`config.mk`:
```
export PLATFORM = sky130hd
export DESIGN_NAME = payload_tone_sched_flat
export DESIGN_NICKNAME = d
export VERILOG_FILES = /design/src/rtl/payload_tone_sched_if.sv /design/src/rtl/payload_tone_sched.sv /design/src/flat_wrapper.sv
export SDC_FILE = /design/constraint.sdc
export NUM_CORES = 1
export LEC_CHECK = 0
export BUFFER_PORTS_ARGS = -buffer_cell sky130_fd_sc_hd__buf_4
export CORE_ASPECT_RATIO = 1.5
export CORE_MARGIN = 5
export CORE_UTILIZATION = 53
export CTS_CLUSTER_SIZE = 30
export DETAILED_ROUTE_END_ITERATION = 8
export HOLD_SLACK_MARGIN = 0.05
export PLACE_DENSITY = 0.85
export SETUP_SLACK_MARGIN = 0.15
export SLEW_MARGIN = 20
export SYNTH_ARGS = -nofsm -noshare
export SYNTH_HDL_FRONTEND = slang
export SYNTH_SLANG_ARGS = --single-unit
export TNS_END_PERCENT = 1
```
`constraint.sdc`:
```
create_clock -name clk -period 1.68 [get_ports clk]
set_input_delay 0.252 -clock clk [delete_from_list [all_inputs] [get_ports clk]]
set_output_delay 0.252 -clock clk [all_outputs]
set_load 0.01 [all_outputs]
```
`src/rtl/payload_tone_sched_if.sv`:
```
// Frame request, upstream bit stream and PTMU-facing bit stream bundle.
// Ports: start/frame_bits request; s_dat/s_vld/s_rdy upstream handshake; di/di_vld to PTMU;
//        busy/sym_cnt/frame_done/err status. "slave" is the scheduler side, "master" the driver side.
interface payload_tone_sched_if #(
    parameter int LEN_W = 16
);
    logic             start;
    logic [LEN_W-1:0] frame_bits;
    logic             s_dat;
    logic             s_vld;
    logic             s_rdy;
    logic             di;
    logic             di_vld;
    logic             busy;
    logic [7:0]       sym_cnt;
    logic             frame_done;
    logic             err;

    modport master (
        output start, frame_bits, s_dat, s_vld,
        input  s_rdy, di, di_vld, busy, sym_cnt, frame_done, err
    );

    modport slave (
        input  start, frame_bits, s_dat, s_vld,
        output s_rdy, di, di_vld, busy, sym_cnt, frame_done, err
    );
endinterface

```
`src/rtl/payload_tone_sched.sv`:
```
// Pulls a frame of coded bits, emits them to the PTMU in gap-free sub-carrier groups, zero-pads to a whole symbol.
// Ports: clk, rst_n (async, active low), bus (slave modport). Latency: first di_vld one cycle after a group fills.
// Backpressure: upstream stalls hold the block in FILL; s_rdy is low while a group is emitted or the tail is padded.
module payload_tone_sched #(
    parameter int SC_NUM      = 96,
    parameter int BITS_PER_SC = 4,
    parameter int LEN_W       = 16
) (
    input  logic                 clk,
    input  logic                 rst_n,
    payload_tone_sched_if.slave  bus
);
    localparam int BW   = (BITS_PER_SC > 1) ? $clog2(BITS_PER_SC) : 1;
    localparam int SC_W = (SC_NUM > 1) ? $clog2(SC_NUM) : 1;
    localparam logic [BW-1:0]   BIT_LAST = BW'(BITS_PER_SC - 1);
    localparam logic [SC_W-1:0] SC_LAST  = SC_W'(SC_NUM - 1);

    typedef enum logic [2:0] {IDLE, FILL, EMIT, PAD, DONE} state_t;

    state_t                 state, state_nxt;
    logic [BITS_PER_SC-1:0] grp, grp_nxt;
    logic [BW-1:0]          bit_cnt, bit_cnt_nxt;
    logic [SC_W-1:0]        sc_cnt, sc_cnt_nxt;
    logic [7:0]             sym_cnt, sym_cnt_nxt;
    logic [LEN_W-1:0]       remaining, remaining_nxt;
    logic                   di_q, di_nxt;
    logic                   di_vld_q, s_rdy_q, busy_q, frame_done_q, err_q;
    logic                   sc_wrap;

    always_ff @(posedge clk or negedge rst_n) begin
        if (!rst_n) begin
            state        <= IDLE;
            grp          <= '0;
            bit_cnt      <= '0;
            sc_cnt       <= '0;
            sym_cnt      <= '0;
            remaining    <= '0;
            di_q         <= 1'b0;
            di_vld_q     <= 1'b0;
            s_rdy_q      <= 1'b0;
            busy_q       <= 1'b0;
            frame_done_q <= 1'b0;
            err_q        <= 1'b0;
        end else begin
            state        <= state_nxt;
            grp          <= grp_nxt;
            bit_cnt      <= bit_cnt_nxt;
            sc_cnt       <= sc_cnt_nxt;
            sym_cnt      <= sym_cnt_nxt;
            remaining    <= remaining_nxt;
            di_q         <= di_nxt;
            // Output flags are decoded from the next state so they line up with it.
            di_vld_q     <= (state_nxt == EMIT) || (state_nxt == PAD);
            s_rdy_q      <= (state_nxt == FILL);
            busy_q       <= (state_nxt == FILL) || (state_nxt == EMIT) || (state_nxt == PAD);
            frame_done_q <= (state_nxt == DONE) ||
                            ((state == IDLE) && bus.start && (bus.frame_bits == '0));
            err_q        <= bus.start && busy_q;
        end
    end

    always_comb begin
        state_nxt     = state;
        grp_nxt       = grp;
        bit_cnt_nxt   = bit_cnt;
        sc_cnt_nxt    = sc_cnt;
        sym_cnt_nxt   = sym_cnt;
        remaining_nxt = remaining;
        di_nxt        = 1'b0;
        sc_wrap       = (sc_cnt == SC_LAST);

        case (state)
            IDLE: begin
                if (bus.start && (bus.frame_bits != '0)) begin
                    remaining_nxt = bus.frame_bits;
                    bit_cnt_nxt   = '0;
                    sc_cnt_nxt    = '0;
                    sym_cnt_nxt   = '0;
                    grp_nxt       = '0;
                    state_nxt     = FILL;
                end
            end
            FILL: begin
                if (bus.s_vld && s_rdy_q) begin
                    // The group buffer is all-zero on entry, so a short tail group is zero-filled for free.
                    grp_nxt[bit_cnt] = bus.s_dat;
                    remaining_nxt    = remaining - LEN_W'(1);
                    if ((bit_cnt == BIT_LAST) || (remaining == LEN_W'(1))) begin
                        // Present bit 0 now and keep the rest shifted down for the following cycles.
                        di_nxt      = grp_nxt[0];
                        grp_nxt     = grp_nxt >> 1;
                        bit_cnt_nxt = '0;
                        state_nxt   = EMIT;
                    end else begin
                        bit_cnt_nxt = bit_cnt + BW'(1);
                    end
                end
            end
            EMIT: begin
                if (bit_cnt != BIT_LAST) begin
                    di_nxt      = grp[0];
                    grp_nxt     = grp >> 1;
                    bit_cnt_nxt = bit_cnt + BW'(1);
                end else begin
                    grp_nxt     = '0;
                    bit_cnt_nxt = '0;
                    sc_cnt_nxt  = sc_wrap ? '0 : sc_cnt + SC_W'(1);
                    if (sc_wrap) begin
                        sym_cnt_nxt = sym_cnt + 8'd1;
                    end
                    if (remaining != '0) begin
                        state_nxt = FILL;
                    end else if (sc_wrap) begin
                        state_nxt = DONE;
                    end else begin
                        state_nxt = PAD;
                    end
                end
            end
            PAD: begin
                if (bit_cnt != BIT_LAST) begin
                    bit_cnt_nxt = bit_cnt + BW'(1);
                end else begin
                    bit_cnt_nxt = '0;
                    if (sc_wrap) begin
                        sc_cnt_nxt  = '0;
                        sym_cnt_nxt = sym_cnt + 8'd1;
                        state_nxt   = DONE;
                    end else begin
                        sc_cnt_nxt = sc_cnt + SC_W'(1);
                    end
                end
            end
            DONE: begin
                state_nxt = IDLE;
            end
            default: begin
                state_nxt = IDLE;
            end
        endcase
    end

    assign bus.s_rdy      = s_rdy_q;
    assign bus.di         = di_q;
    assign bus.di_vld     = di_vld_q;
    assign bus.busy       = busy_q;
    assign bus.sym_cnt    = sym_cnt;
    assign bus.frame_done = frame_done_q;
    assign bus.err        = err_q;
endmodule

```
`src/flat_wrapper.sv`:
```
// flat-port wrapper written by rule: the top's interface ports become plain ports
module payload_tone_sched_flat 
#(
    parameter int SC_NUM      = 96,
    parameter int BITS_PER_SC = 4,
    parameter int LEN_W       = 16
)
  (clk, rst_n, bus_start, bus_frame_bits, bus_s_dat, bus_s_vld, bus_s_rdy, bus_di, bus_di_vld, bus_busy, bus_sym_cnt, bus_frame_done, bus_err);
  payload_tone_sched_if #(.LEN_W(LEN_W)) bus_i ();
  input  logic clk;
  input  logic rst_n;
  input wire logic [$bits(bus_i.start)-1:0] bus_start;
  input wire logic [$bits(bus_i.frame_bits)-1:0] bus_frame_bits;
  input wire logic [$bits(bus_i.s_dat)-1:0] bus_s_dat;
  input wire logic [$bits(bus_i.s_vld)-1:0] bus_s_vld;
  output wire logic [$bits(bus_i.s_rdy)-1:0] bus_s_rdy;
  output wire logic [$bits(bus_i.di)-1:0] bus_di;
  output wire logic [$bits(bus_i.di_vld)-1:0] bus_di_vld;
  output wire logic [$bits(bus_i.busy)-1:0] bus_busy;
  output wire logic [$bits(bus_i.sym_cnt)-1:0] bus_sym_cnt;
  output wire logic [$bits(bus_i.frame_done)-1:0] bus_frame_done;
  output wire logic [$bits(bus_i.err)-1:0] bus_err;
  assign bus_i.start = bus_start;
  assign bus_i.frame_bits = bus_frame_bits;
  assign bus_i.s_dat = bus_s_dat;
  assign bus_i.s_vld = bus_s_vld;
  assign bus_s_rdy = bus_i.s_rdy;
  assign bus_di = bus_i.di;
  assign bus_di_vld = bus_i.di_vld;
  assign bus_busy = bus_i.busy;
  assign bus_sym_cnt = bus_i.sym_cnt;
  assign bus_frame_done = bus_i.frame_done;
  assign bus_err = bus_i.err;
  payload_tone_sched #(.SC_NUM(SC_NUM), .BITS_PER_SC(BITS_PER_SC), .LEN_W(LEN_W)) u_core (.clk(clk), .rst_n(rst_n), .bus(bus_i));
endmodule
```
==> metrics.md, run 1 <==
| Metric | Value |
|---|---|
| Worst R2R Setup Slack | `-210 ps` |
| Mean post-synth cell area | `9.37 µm²` |
| Flops & latches, synth | `46` |
| DRC | `0` |
| First-pass GRT wire length | `roughly 15 mm` |
| Ant diodes | `0` |
| Clock buffer depth | `2` |
| Cell Chain, Critical Path | `inv_2 > ha_2 > nor3b_4 > buf_6 > a41oi_4 > mux2i_1 > o211ai_1 > a31oi_1` |
| Die Span X | `between 70 and 80 µm` |
| Worst Max-Slew Pin Slew | `601 ps` |
| Maximum VDD drop | `609 µV` |
| Crit path max-delay family | `compound AO/OA/AOI/OAI gates` |
| PortBufs | `34` |
| Mapped Cells | `roughly 310` |
| Max_cap viols | `0` |
| Unrepaired setup endpoints after global routing | `true` |
| Reg2Reg Launch Point | `u_core.remaining[1]` |
| Top FF cell, synth | `dfrtp_1` |
| Worst Reg-to-Reg Cells | `8` |
| Required @ worst endpoint | `1900 ps` |
| Startpoint class of the critical path | `flop` |
| Worst reg2reg path endpoint | `u_core.grp[0]` |
| Netlist Area Pre-Place | `2880 µm²` |
| Syn nets | `337` |
| EDFF count, synth | `0` |
| Crit. Startpoint | `u_core.remaining[1]` |
| Critical path class | `flop to flop` |
| Clock transition at path regs | `about 100 ps` |
| CTS tree | `yes` |
| Yosys cell types | `65` |
| Sequential share of the synthesized area | `40.0%` |
| Crit Path Max Fanout | `5` |
| Grt total ovfl | `0` |
| Max Transition Viols Final | `0` |
| WHS Endpoint | `u_core.bus.err` |
| Layout area overhead | `42.5%` |
| Tot GR Track Use | `27.8%` |
| Status | `complete, but fails checks` |
| Failing checks | `negative setup slack` |
| Fraction of layout cells with a size suffix above 1 | `42.5%` |
| Worst Setup End Kind | `flop` |
| Placer Congestion | `0.990` |
| Row cnt | `33` |
| Initial antenna violation count | `0` |
| CP max stage cell | `dfrtp_1` |
| NumNets Final | `between 400 and 500` |
| Post-DP HPWL | `6.10 mm` |
| Hold Path Cell Cnt | `2` |
| Initial drt markers | `between 200 and 300` |
| Die span in y | `roughly 100 µm` |
| Pwr dens | `557 nW/µm²` |
| Cell area after layout | `a little over 4000 µm²` |
| Initial Util | `53.6%` |
| DRT antenna net count | `0` |
| Clk_skew | `21.6 ps` |
| CORE AREA | `5370 µm²` |
| Final core occ | `between 70% and 80%` |
| Final WS setup | `-208 ps` |
| Worst skew pair latency | `between 300 and 400 ps` |
| Final Cycle Share | `112%` |
| Worst hold slack | `191 ps` |
| Ports | `35` |
| Leak | `1.81 nW` |
| First-pass iteration count of the detailed router | `5` |
| Area leader, netlist | `dfrtp_1` |
| Fin. Hold Viols | `0` |
| Worst hold path class | `input port to flop` |
| Critical Path Max Stage Delay | `between 400 and 500 ps` |
| Vias in the first global route | `3314` |
| Htree depth | `2` |
| CTS sink cnt | `46` |
| Yosys top cell area share | `40.0%` |
| Post-route minimum period | `1890 ps` |
| Vias per cell | `6.27` |
| Slew headroom | `59.9%` |
| Largest net degree at the start of global routing | `47` |
| Vias | `3098` |
| Post-DP Area | `3720 µm²` |
| Synth warn | `0` |
| Root Buffer | `clkbuf_8` |
| # setup viols final | `26` |
| Asr flop ratio synth | `between 90% and 100%` |
| Crit path buffers/inverters | `2` |
| Synth top area cells | `dfrtp_1, nor2_1, ha_1, a21oi_1, o21ai_0` |
| Worst path arrival time | `2110 ps` |
| Fmax achieved | `530 MHz` |
| Wire per inst | `19.4 µm` |
| Fillers | `346` |
| Die area | `7030 µm²` |
| CTS Buf Count | `5` |
| Hold Crit Start | `bus_start` |
| WL final | `9.56 mm` |
## flip-flops by register name (all words and copies together), names as in the netlist
| register | cells |
|---|---|
| u_core.sc_cnt | 7 |
| u_core.bit_cnt | 2 |
| u_core.grp | 4 |
| u_core.bus.di | 1 |
| u_core.bus.sym_cnt | 8 |
| u_core.bus.frame_done | 1 |
| u_core.state | 3 |
| u_core.bus.err | 1 |
| u_core.bus.di_vld | 1 |
| u_core.bus.busy | 1 |
| u_core.remaining | 16 |
| u_core.bus.s_rdy | 1 |
## through the flow
step                TNS (ps)  std cells  setup slack (ps)  power [W]
detailed placement     -3990        474              -210    0.00140
global route           -4760        494              -305    0.00237
global placement       -1900        474              -150    0.00139
floorplan               -185        307             -63.0    0.00125
finish                 -2450        494              -208    0.00228
CTS                    -1170        491              -116    0.00227
## cell families (layout without fill, tap and decap cells)
kind of cell,count (synthesis),count (layout),synth area share [%]
DFF,46,46,40.0
adders and majority gates,9,9,3.91
and+or+nand+nor,129,129,26.7
muxes,8,8,2.87
AOI/OAI and AO/OA,90,91,20.9
buffers and inverters,19,135,3.78
xor gates and xnor gates,6,6,1.83
## layout by cell type (no fill, tap or decap), drive strengths merged, types with 8 or more instances in the layout
master	Yosys	final
nor4	10	10
o21ai	27	27
nand2	23	23
dfrtp	46	46
ha	9	9
nor3	10	10
a21oi	21	21
nor2	33	33
buf	11	119
nand4	8	8
nand3	13	13
## report_power, final
part           total [W]  switching (W)  internal [W]
Combinational   0.000287       0.000142      0.000145
Clock           0.000849       0.000404      0.000445
Sequential       0.00115      0.0000208       0.00113
Total            0.00228       0.000567       0.00171
## metal layers
layer  GRT usage, %  part of all wire, %  vias to the layer above
met5              0                    0                        -
met3           6.01                  5.1                       70
met2           49.9                   52                      166
met1           26.1                   34                     1485
met4           24.8                  8.8                        0
li1               -                    -                     1377
## final cells by class
cell class / count / area [µm²] / share of cell area (%)
Timing Repair Buffer: 120 / 953 / 23.3
Sequential cell: 46 / 1150 / 28.2
Tap cell: 70 / 87.6 / 2.14
Clock buffer: 6 / 72.6 / 1.77
Clock inverter: 2 / 37.5 / 0.915
Inverter: 7 / 26.3 / 0.641
Multi-Input combinational cell: 243 / 1770 / 43.1
## how the worst max path moves through the flow
stage	endpoint	slack (ps)	cells after the start
2_1_floorplan	u_core.remaining[9]	-60	6
3_3_place_gp	u_core.remaining[6]	-150	6
3_5_place_dp	u_core.bit_cnt[0]	-210	7
4_1_cts	u_core.bus.s_rdy	-120	7
5_1_grt	u_core.grp[0]	-300	8
6_report	u_core.grp[0]	-210	8
## cell usage after synthesis, drive strengths merged (4+ instances only)
cell type	instances
nor3	10
nor4	10
xor2	5
or3	4
a22oi	4
dfrtp	46
mux2i	6
nor2	33
a31oi	6
inv	7
nand4	8
nand2	23
o211ai	4
a21o	5
and2	5
ha	9
nand3	13
o21ai	27
nand2b	6
buf	11
a21oi	21
## timing repair
action / 4_1_cts / 5_1_grt
gates cloned: 1 / 0
hold buffers: 1 / 0
resized for setup: 47 / 8
endpoints found under the hold margin: 46 / 0
setup endpoints to repair: 43 / 45
pin swaps: 16 / 4
buffers inserted: 7 / 3
No activity file was read; power rests on OpenSTA's default activity.
==> run 2: changes to the inputs <==
--- a/config.mk
+++ b/config.mk
@@ -9,6 +9,7 @@
 export CORE_ASPECT_RATIO = 1.5
 export CORE_MARGIN = 5
 export CORE_UTILIZATION = 53
+export CTS_BUF_LIST = sky130_fd_sc_hd__clkbuf_16
 export CTS_CLUSTER_SIZE = 30
 export DETAILED_ROUTE_END_ITERATION = 8
 export HOLD_SLACK_MARGIN = 0.05
==> metrics.md, run 2 (same netlist as run 1, synthesis figures left out) <==
| Metric | Value |
|---|---|
| Fraction of layout cells with a size suffix above 1 | `about two fifths` |
| First-pass GRT wire length | `15.2 mm` |
| Row cnt | `33` |
| Initial drt markers | `around 280` |
| Clock buffer depth | `2` |
| Vias | `about 3000` |
| Dpl cells | `474` |
| Layout area overhead | `42.7%` |
| Slew headroom | `60.2%` |
| Final WS setup | `-232 ps` |
| Wire per inst | `18.8 µm` |
| CORE AREA | `5370 µm²` |
| Initial antenna violation count | `0` |
| CP max stage cell | `dfrtp_2` |
| Largest registers | `u_core.remaining (16), u_core.bus.sym_cnt (8), u_core.sc_cnt (7)` |
| Crit path buffers/inverters | `2` |
| Largest register by flop count | `u_core.remaining` |
| CTS tree | `yes` |
| WL final | `9.23 mm` |
| Max_cap viols | `0` |
| Failing checks | `negative setup slack` |
| Max reg flops | `16` |
| Net Sw Frac | `23.2%` |
| P_sw | `0.000594 W` |
| # setup viols final | `21` |
| Max Transition Viols Final | `0` |
| Die area | `~7000 µm²` |
| Fin. Hold Viols | `0` |
| Clock transition at path regs | `70 ps` |
| Post-route minimum period | `1910 ps` |
| Ant diodes | `0` |
| Worst Setup End Kind | `flop` |
| Met3 Usage GRT | `5.81%` |
| CP most frequent cell | `buf_4` |
| Met2 layer usage reported by global route | `49.0%` |
| Crit Path Max Fanout | `6` |
| Met1 GRT Util | `27.2%` |
| Critical path class | `flop to flop` |
| DRT antenna net count | `0` |
| NumNets Final | `450` |
| Tot GR Track Use | `27.6%` |
| Pwr dens | `623 nW/µm²` |
| CTS Buf Count | `5` |
| Setup TNS | `-2480 ps` |
| First-pass iteration count of the detailed router | `4` |
| Vias in the first global route | `3248` |
| Commonest non-fill, non-tap cell in the layout | `buf_4` |
| Leak | `between 1.5 and 2 nW` |
| Die span in y | `100 µm` |
| Most used routing layer | `met2` |
| Required @ worst endpoint | `1860 ps` |
| Critical Path Max Stage Delay | `450 ps` |
| Unrepaired setup endpoints after global routing | `true` |
| Post-DP HPWL | `about 6 mm` |
| Worst skew pair latency | `300 ps` |
| Initial Util | `53.6%` |
| Ports | `35` |
| Pint | `0.00197 W` |
| PortBufs | `34` |
| Startpoint class of the critical path | `flop` |
| Placer Congestion | `0.990` |
| Share of power burned in registers | `44.9%` |
| Vias per cell | `roughly 6` |
| Fmax achieved | `523 MHz` |
| Fillers | `342` |
| Overall power | `0.00256 W` |
| DRC | `0` |
| Grt total ovfl | `0` |
| Clk_skew | `8.23 ps` |
| Status | `complete, but fails checks` |
| Maximum VDD drop | `781 µV` |
| Non-Filler Instances | `491` |
| Die Span X | `70.2 µm` |
| DP Worst Slack | `-210 ps` |
| Clk network pwr share | `44.2%` |
| Final Cycle Share | `114%` |
| Worst hold path class | `input port to flop` |
| Cell Chain, Critical Path | `nor4_4 > buf_4 > a41oi_4 > buf_4 > o21ai_2 > o311a_1 > nand2b_1` |
| Worst Max-Slew Pin Slew | `between 500 and 600 ps` |
| Worst path arrival time | `2090 ps` |
| CTS sink cnt | `46` |
| Most frequent cells in the layout | `buf_4, dfrtp_1, nor2_1` |
| Crit path max-delay family | `compound AO/OA/AOI/OAI gates` |
| Root Buffer | `clkbuf_16` |
| Comb pwr share | `between 10% and 20%` |
| Largest net degree at the start of global routing | `47` |
| Htree depth | `2` |
-- run 2: path summary, 6_finish.rpt --
kind                                     start                   to  slack [ps]  cells past startpoint
max                        u_core.remaining[6]      u_core.bus.busy        -230                      7
min                                  bus_start       u_core.bus.err         210                      2
max reg2reg                u_core.remaining[6]      u_core.bus.busy        -230                      7
min reg2reg                    u_core.bus.busy       u_core.bus.err         480                      1
max in group asynchronous                rst_n  u_core.remaining[6]         750                      2
min in group asynchronous                rst_n  u_core.remaining[3]         510                      2
-- run 2: what timing repair did --
item | 4_1_cts | 5_1_grt
hold endpoints to repair | 46 | 0
setup buffers | 4 | 3
hold buffers | 1 | 0
endpoints found under the setup margin | 43 | 45
resized for setup | 40 | 6
cloned | 1 | 0
pin swaps | 11 | 3
-- run 2: stage by stage --
step / util (%) / instance area, µm² / hold slack, ps
finish: 76.5 / 4110 / 205
global route: 76.5 / 4110 / 213
CTS: 75.7 / 4070 / 200
detailed placement: 69.4 / 3720 / 298
global placement: 69.4 / 3720 / 293
floorplan: - / 2890 / -43.6
-- run 2: area by class of cell --
cell class	count	area, µm²	area share, %
inverter	7	26.3	0.640
clock buffer	5	125	3.05
sequential	46	1150	28.1
tap	70	87.6	2.13
timing repair buffer	117	923	22.5
multi-input combinational	243	1750	42.6
clock inverter	3	41.3	1.01
-- run 2: routing by layer --
layer	wire, µm	up-vias
met5	0	-
met4	766	0
met2	4890	142
met3	485	59
met1	3100	1448
li1	-	1373
-- run 2: power by group through the flow --
stage	Combinational [W]	Sequential [W]	Clock, W
2_1_floorplan	0.0000820	0.00117	0
3_3_place_gp	0.000229	0.00117	0
3_5_place_dp	0.000236	0.00117	0
4_1_cts	0.000264	0.00115	0.00115
5_1_grt	0.000297	0.00115	0.00120
6_report	0.000279	0.00115	0.00113
==> run 3: changes to the inputs <==
==> constraint.sdc (replaced) <==
create_clock -name clk -period 1.68 [get_ports clk]
set_input_delay 0.168 -clock clk [delete_from_list [all_inputs] [get_ports clk]]
set_output_delay 0.168 -clock clk [all_outputs]
set_load 0.01 [all_outputs]
==> metrics.md, run 3 (same netlist as run 1, synthesis figures left out) <==
| Metric | Value |
|---|---|
| Htree depth | `2` |
| Unrepaired setup endpoints after global routing | `true` |
| Worst Setup End Kind | `flop` |
| P_sw | `around 0.00056 W` |
| Grt total ovfl | `0` |
| Row cnt | `33` |
| WL final | `9.05 mm` |
| First-pass GRT wire length | `roughly 15 mm` |
| Ports | `35` |
| Failing checks | `negative setup slack` |
| Clk_skew | `~6.1 ps` |
| NumNets Final | `439` |
| Fraction of layout cells with a size suffix above 1 | `40.7%` |
| Worst hold path class | `input port to flop` |
| Max reg flops | `16` |
| Critical path class | `flop to flop` |
| Final Cycle Share | `113%` |
| Largest register by flop count | `u_core.remaining` |
| Clock buffer depth | `2` |
| Pint | `0.00180 W` |
| Status | `complete, but fails checks` |
| Max_cap viols | `0` |
| Placer Congestion | `between 0.9 and 1` |
| Die area | `approximately 7000 µm²` |
| Setup TNS | `-1910 ps` |
| Non-Filler Instances | `480` |
| Post-route minimum period | `1900 ps` |
| Root Buffer | `clkbuf_16` |
| Leak | `1.76 nW` |
| Clock transition at path regs | `60 ps` |
| CTS Buf Count | `5` |
| Vias in the first global route | `3228` |
| Initial antenna violation count | `0` |
| Clk network pwr share | `~40%` |
| Layout area overhead | `39.3%` |
| Comb pwr share | `about a tenth` |
| Worst Max-Slew Pin Slew | `~600 ps` |
| Crit Path Max Fanout | `3` |
| Final WS setup | `-225 ps` |
| Startpoint class of the critical path | `flop` |
| # setup viols final | `22` |
| Largest net degree at the start of global routing | `47` |
| Share of power burned in registers | `48.7%` |
| Max Transition Viols Final | `0` |
| Net Sw Frac | `between 20% and 30%` |
| First-pass iteration count of the detailed router | `5` |
| CTS tree | `yes` |
| Vias | `3005` |
| Vias per cell | `6.26` |
| Pwr dens | `589 nW/µm²` |
| Maximum VDD drop | `677 µV` |
| Cell area after layout | `4010 µm²` |
| Wire per inst | `18.9 µm` |
| PortBufs | `34` |
| Fmax achieved | `525 MHz` |
| Initial drt markers | `222` |
| Post-DP Area | `3680 µm²` |
| Dpl cells | `468` |
| DRT antenna net count | `0` |
| Ant diodes | `0` |
| Required @ worst endpoint | `1880 ps` |
| CORE AREA | `approximately 5400 µm²` |
| Post-DP HPWL | `6.28 mm` |
| Die Span X | `between 70 and 80 µm` |
| Worst skew pair latency | `290 ps` |
| Slew headroom | `59.7%` |
| Tot GR Track Use | `26.5%` |
| Largest registers | `u_core.remaining (16), u_core.bus.sym_cnt (8), u_core.sc_cnt (7)` |
| Most frequent cells in the layout | `buf_4, dfrtp_1, nor2_1` |
| Commonest non-fill, non-tap cell in the layout | `buf_4` |
| CTS sink cnt | `46` |
| Die span in y | `100 µm` |
| Fin. Hold Viols | `0` |
| DRC | `0` |
| Worst path arrival time | `2110 ps` |
| Initial Util | `a little over half` |
[run 3: cell types whose count changed in the layout (fill, tap and decap cells not counted), sizes merged]
| cell | change |
|---|---|
| a41oi | -1 |
| buf | -10 |
| bufinv | -1 |
| clkinv | +2 |
| inv | -1 |
[run 3: cell type report]
class | count | area, µm²
multi-input cells | 242 | 1750
clock inverters | 3 | 16.3
well taps | 70 | 87.6
clock buffers | 5 | 125
repair buffers | 107 | 845
fillers | 371 | 1360
inverters | 7 | 26.3
flip-flops and latches | 46 | 1150
[run 3: final timing paths]
path,cells after the start,end,startpoint,slack [ps]
max in group asynchronous,2,u_core.remaining[4],rst_n,810
min in group asynchronous,2,u_core.remaining[10],rst_n,420
worst min register to register,1,u_core.bus.err,u_core.bus.busy,480
worst min-delay path,2,u_core.bus.err,bus_start,140
worst max-delay path,7,u_core.grp[2],u_core.remaining[1],-220
worst max register to register,7,u_core.grp[2],u_core.remaining[1],-220
[run 3: power by group through the flow]
stage | clock network [W] | registers [W] | logic, W
global placement | 0 | 0.00117 | 0.000221
finish | 0.000960 | 0.00115 | 0.000252
detailed placement | 0 | 0.00117 | 0.000226
floorplan | 0 | 0.00117 | 0.0000820
global route | 0.00102 | 0.00115 | 0.000271
CTS | 0.000960 | 0.00115 | 0.000242
[run 3: what timing repair did]
| item | in CTS | in global routing |
|---|---|---|
| buffers inserted | 3 | 0 |
| cloned | 0 | 0 |
| resized for setup | 31 | 14 |
| endpoints found under the hold margin | 46 | 0 |
| hold buffers | 1 | 0 |
| endpoints found under the setup margin | 44 | 44 |
| pin swaps | 13 | 11 |
[run 3: worst max-delay path, stage by stage, from the launching register on]
cell      delay (ps)
dfrtp_1          420
inv_2            110
ha_4             140
nor3b_4          230
nand4_1          230
mux2i_1          260
o221ai_1         190
a31oi_1          240
[run 3: per-layer routing]
layer / share of wire [%] / global-route usage, % / wire length (µm)
met2: 54 / 49.9 / 4900
met3: 5.3 / 5.41 / 480
met4: 6.5 / 18.1 / 589
met1: 34 / 25.4 / 3080
met5: 0 / 0 / 0
[run 3: metrics by stage]
stage | worst slack, ps | hold WS, ps | utilization, % | total power [W]
floorplan | -63.0 | -128 | - | 0.00125
global placement | -95.3 | 209 | 68.5 | 0.00139
detailed placement | -183 | 213 | 68.5 | 0.00139
CTS | -158 | 135 | 73.7 | 0.00235
global route | -264 | 155 | 74.7 | 0.00244
finish | -225 | 139 | 74.7 | 0.00236
